--- src/rtl/uart_pkg.sv ---
// uart_pkg: shared UART state encoding, CSR addresses and status bit positions
package uart_pkg;
    typedef enum logic [1:0] {IDLE = 2'd0, START = 2'd1, DATA = 2'd2, STOP = 2'd3} tx_state_e;
    localparam logic [11:0] CSR_MUARTTX   = 12'h7c0;
    localparam logic [11:0] CSR_MUARTSTAT = 12'hfc0;
    localparam logic [11:0] CSR_MUARTRX   = 12'hfc1;
    localparam int STAT_TXFULL_BIT = 0;
    localparam int STAT_TXIDLE_BIT = 1;
endpackage

--- src/rtl/sync_fifo.sv ---
// sync_fifo: single-clock FIFO with occupancy count; pushes when full and pops when empty are ignored
module sync_fifo #(
    parameter int WIDTH = 8,
    parameter int DEPTH = 8
) (
    input  logic                     clk,
    input  logic                     rst,
    input  logic                     push_i,
    input  logic [WIDTH-1:0]         data_i,
    input  logic                     pop_i,
    output logic [WIDTH-1:0]         data_o,
    output logic                     full_o,
    output logic                     empty_o,
    output logic [$clog2(DEPTH):0]   count_o
);
    localparam int AW = $clog2(DEPTH);
    localparam int CW = AW + 1;
    logic [WIDTH-1:0] mem_q [DEPTH];
    logic [AW-1:0] wr_q, rd_q;
    logic [CW-1:0] count_q;
    logic do_push, do_pop;
    assign full_o  = count_q == CW'(DEPTH);
    assign empty_o = count_q == '0;
    assign count_o = count_q;
    assign data_o  = mem_q[rd_q];
    assign do_push = push_i & ~full_o;
    assign do_pop  = pop_i & ~empty_o;
    always_ff @(posedge clk) begin
        if (do_push) mem_q[wr_q] <= data_i;
    end
    always_ff @(posedge clk) begin
        if (!rst) begin
            wr_q    <= '0;
            rd_q    <= '0;
            count_q <= '0;
        end else begin
            if (do_push) wr_q <= wr_q + AW'(1);
            if (do_pop) rd_q <= rd_q + AW'(1);
            count_q <= count_q + CW'(do_push) - CW'(do_pop);
        end
    end
endmodule

--- src/rtl/uart_tx_ctrl.sv ---
// uart_tx_ctrl: FIFO-buffered 8N1 UART transmitter with muartstat status outputs
module uart_tx_ctrl import uart_pkg::*; #(
    parameter int CLKS_PER_BIT = 16,
    parameter int FIFO_DEPTH   = 8
) (
    input  logic                          clk,
    input  logic                          rst,
    input  logic                          tx_valid,
    input  logic [7:0]                    tx_data,
    output logic                          tx_ready,
    output logic                          stat_txfull,
    output logic                          stat_txidle,
    output logic [$clog2(FIFO_DEPTH):0]   stat_txcount,
    output logic                          uart_txd
);
    localparam int BW = $clog2(CLKS_PER_BIT);
    tx_state_e state_q, state_d;
    logic [BW-1:0] baud_q, baud_d;
    logic [2:0] bit_q, bit_d;
    logic [7:0] shift_q, shift_d;
    logic txd_q, txd_d;
    logic pop, empty, full, baud_last;
    logic [7:0] head;
    sync_fifo #(.WIDTH(8), .DEPTH(FIFO_DEPTH)) u_fifo (
        .clk     (clk),
        .rst     (rst),
        .push_i  (tx_valid),
        .data_i  (tx_data),
        .pop_i   (pop),
        .data_o  (head),
        .full_o  (full),
        .empty_o (empty),
        .count_o (stat_txcount)
    );
    assign tx_ready    = ~full;
    assign stat_txfull = full;
    assign stat_txidle = (state_q == IDLE) & empty;
    assign uart_txd    = txd_q;
    assign baud_last   = baud_q == BW'(CLKS_PER_BIT - 1);
    always_comb begin
        state_d = state_q;
        bit_d   = bit_q;
        shift_d = shift_q;
        pop     = 1'b0;
        case (state_q)
            IDLE: if (!empty) begin
                pop     = 1'b1;
                shift_d = head;
                state_d = START;
            end
            START: if (baud_last) begin
                bit_d   = 3'd0;
                state_d = DATA;
            end
            DATA: if (baud_last) begin
                shift_d = shift_q >> 1;
                bit_d   = bit_q + 3'd1;
                state_d = (bit_q == 3'd7) ? STOP : DATA;
            end
            default: if (baud_last) begin
                // chain straight into the next start bit so queued bytes leave gapless
                pop     = ~empty;
                shift_d = empty ? shift_q : head;
                state_d = empty ? IDLE : START;
            end
        endcase
        baud_d = (state_q == IDLE || baud_last || state_d != state_q) ? '0 : baud_q + BW'(1);
        txd_d  = (state_d == START) ? 1'b0 : (state_d == DATA) ? shift_d[0] : 1'b1;
    end
    always_ff @(posedge clk) begin
        if (!rst) begin
            state_q <= IDLE;
            baud_q  <= '0;
            bit_q   <= '0;
            shift_q <= '0;
            txd_q   <= 1'b1;
        end else begin
            state_q <= state_d;
            baud_q  <= baud_d;
            bit_q   <= bit_d;
            shift_q <= shift_d;
            txd_q   <= txd_d;
        end
    end
endmodule

--- config.mk ---
export PLATFORM = sky130hd
export DESIGN_NAME = uart_tx_ctrl
export DESIGN_NICKNAME = d
export VERILOG_FILES = /design/src/rtl/uart_pkg.sv /design/src/rtl/sync_fifo.sv /design/src/rtl/uart_tx_ctrl.sv
export SDC_FILE = /design/constraint.sdc
export NUM_CORES = 1
export LEC_CHECK = 0
export CAP_MARGIN = 30
export CORE_MARGIN = 10
export CORE_UTILIZATION = 53
export CTS_CLUSTER_SIZE = 24
export DETAILED_ROUTE_END_ITERATION = 10
export PLACE_DENSITY = 0.76
export SKIP_LAST_GASP = 1
export SLEW_MARGIN = 15
export SYNTH_ARGS = -nofsm -noshare
export SYNTH_HDL_FRONTEND = slang
export SYNTH_SLANG_ARGS = --single-unit
--- constraint.sdc ---
create_clock -name clk -period 2.9 [get_ports clk]
set_input_delay 0.87 -clock clk [delete_from_list [all_inputs] [get_ports clk]]
set_output_delay 0.87 -clock clk [all_outputs]
set_load 0.05 [all_outputs]
==> results.sh <==
export IMPL_htreeDepth=3
export IMPL_crit_buf_inv=2
export IMPL_drtIter0Drc=129
export IMPL_finalHoldViolations=0
export IMPL_synth_compound_area_share_pct=7.56
export IMPL_maxCapViolCount=0
export IMPL_wl_per_cell_um=17.5
export IMPL_cts_sinks=95
export IMPL_path_cells="inv_1 -> ha_1 -> or3b_2 -> dlygate4sd2_1"
export IMPL_antenna_found_initial=0
export IMPL_worstPathRequired_ns=2.03
export IMPL_slew_headroom_pct=49.5
export IMPL_syn_avg_cell_area_um2=14.2
export IMPL_syn_cell_area_um2=4070
export IMPL_power_density_nw_per_um2=863
export IMPL_synth_fa_ha_area_share_pct=4.12
export IMPL_critPathSlowestCell="or3b_2"
export IMPL_drive_above_1_share_pct=15.3
export IMPL_status="complete, no violations"
export IMPL_clk_latency_ns=0.37
export IMPL_clock_path_buffers=2
export IMPL_numCtsBuffers=9
export IMPL_syn2layout_area_growth_pct=13.2
export IMPL_grt_total_usage_pct=13.8
export IMPL_route_detailed_drc=0
export IMPL_boundaryPins=19
export IMPL_die_area_um2=11600
export IMPL_seq_area_frac_synth_pct=62.4
export IMPL_core_um2=7370
export IMPL_synth_nets=309
export IMPL_skew_ns=0.00487
export IMPL_muxShareOfSynthArea_pct=12.1
export IMPL_grt_max_degree=27
export IMPL_hp_class="reg -> reg"
export IMPL_grt_pass1_wl_mm=12.4
export IMPL_path_class="reg -> out"
export IMPL_place_hpwl_mm=4.96
export IMPL_start_util_pct=55.3
export IMPL_num_vias=2347
export IMPL_row_count=31
export IMPL_rsz0062_at_grt="no"
export IMPL_netlist_instances=286
export IMPL_firstDrtPassIters=4
export IMPL_postCtsHoldBufs=0
export IMPL_path_clk_slew_ns=0.10
export IMPL_leakage_nw=1.60
export IMPL_worst_setup_path_end_kind="output pin"
export IMPL_root_buffer="clkbuf_8"
export IMPL_synth_top_area_share_pct=47.2
export IMPL_final_cell_mix="64 x edfxtp_1, 31 x dfxtp_1, 18 x nor2_1"
export IMPL_routed_wl_mm=7.33
export IMPL_p_total_mw=3.98
export IMPL_portBuffers=18
export IMPL_dieHeight_um=108
export IMPL_place_gp_congestion=0.762
export IMPL_cts_tree="done"
export IMPL_synth_simple_area_share_pct=8.69
export IMPL_vias_per_cell=5.59
export IMPL_slowest_delay_ns=0.51
export IMPL_synth_ff_latch_count=95
export IMPL_layout_commonest_cell="edfxtp_1"
export IMPL_holdWs_ns=0.449
export IMPL_first_global_vias=2380
export IMPL_cp_max_fo=6
export IMPL_setup_tns_ns=0
export IMPL_min_period_ns=2.78
export IMPL_critical_path_startpoint_type="flip-flop"
export IMPL_grt_ovfl_total=0
export IMPL_seq_area_um2=2540
export IMPL_postRouteAntennaNets=0
export IMPL_timing_fmax_ghz=0.360
export IMPL_synth_top_family_by_area="multiplexers"
export IMPL_layout_nets=339
export IMPL_yosysTopAreaCell="edfxtp_1"
export IMPL_synth_warnings=0
export IMPL_worstMarginPinSlew_ns=0.757
export IMPL_synth_cell_type_count=48
export IMPL_synth_xor_area_share_pct=1.29
export IMPL_ys_top_cells_by_area="edfxtp_1 47%, dfxtp_1 15%, mux4_2 5.5%"
export IMPL_finalCritPeriodShare_pct=95.8
export IMPL_cp_arrival_ns=1.91
export IMPL_report_final_slew_viol_count=0
export IMPL_multi_input_area_um2=1380
export IMPL_n_fill_cell=558
export IMPL_cpLargestDelayFamily="buffers and inverters"
export IMPL_finalSetupViolCount=0
export IMPL_ir_drop_v=0.000431
export IMPL_antenna_diode_count=0
export IMPL_die_x_um=108
==> path summary, 6_finish.rpt <==
kind | to | slack [ns] | cells past startpoint | start
hold reg to reg | baud_q[0] | 0.45 | 1 | baud_q[0]
setup reg to reg | u_fifo.count_o[2] | 0.49 | 11 | baud_q[0]
setup / recovery | tx_ready | 0.12 | 4 | u_fifo.count_o[2]
hold / removal | baud_q[0] | 0.45 | 1 | baud_q[0]
==> registers in the layout, indices dropped and copies added (netlist names), named ones only <==
register,count
u_fifo.wr_q,3
bit_q,3
state_q,2
u_fifo.count_o,4
shift_q,8
u_fifo.rd_q,3
baud_q,4
u_fifo.mem_q,64
uart_txd,1
==> through the flow <==
step                      instances  area [um^2]  worst slack, ns  utilization (%)
after global routing            420         4610           0.0254             62.6
after global placement          404         4420            0.280             60.0
after detailed placement        404         4420            0.239             60.0
after floorplan                 286         4080           0.0886                -
final                           420         4610            0.120             62.6
after CTS                       420         4610            0.107             62.6
==> area by class of cell <==
cell class | instances | area share [%]
Clock inverter | 7 | 1.52
Tap cell | 99 | 2.69
Timing Repair Buffer | 34 | 6.92
Multi-Input combinational cell | 162 | 29.9
Inverter | 14 | 1.14
Clock buffer | 9 | 2.69
Sequential cell | 95 | 55.1
==> report_power, final <==
group          switching, mW  internal (mW)  total (mW)
registers              0.161           1.61        1.77
logic                  0.705          0.655        1.36
clock network          0.511          0.340       0.851
total                   1.38           2.61        3.98
==> cells in the mapped netlist (all sizes together) <==
cell,number
a211oi,1
a21o,2
a21oi,15
a221oi,1
a22oi,1
a2bb2oi,6
and2,3
and3,1
and4,1
buf,10
clkbuf,5
clkinv,1
dfxtp,31
edfxtp,64
fa,1
ha,11
inv,13
maj3,1
mux2,1
mux2i,10
mux4,16
nand2,16
nand2b,2
nand3,6
nand3b,2
nand4,3
nor2,18
nor2b,1
nor3,10
nor3b,1
o211ai,1
o21ai,10
o221a,6
o31ai,1
o32ai,1
or2,1
or3,4
or3b,1
or4,1
xnor2,3
xor2,3
==> logic make-up after synthesis <==
logic type	after synthesis
DFF	95
and+or+nand+nor	71
AOI/OAI and AO/OA	45
buffers and inverters	29
muxes	27
adders and majority gates	13
xor gates and xnor gates	6
==> routing by layer <==
metal / vias to the layer above / GRT usage [%] / routed length (um)
met1: 1158 / 17.1 / 3310
met3: 10 / 3.05 / 205
met5: - / 0 / 0
li1: 1148 / - / -
met2: 31 / 22.8 / 3710
met4: 0 / 5.73 / 108
==> timing repair <==
action | CTS | global route
endpoints found under the setup margin | 1 | 0
setup buffers | 0 | 0
resized for setup | 1 | 0
endpoints found under the hold margin | 0 | 0
Power figures use the tool's default switching activity.
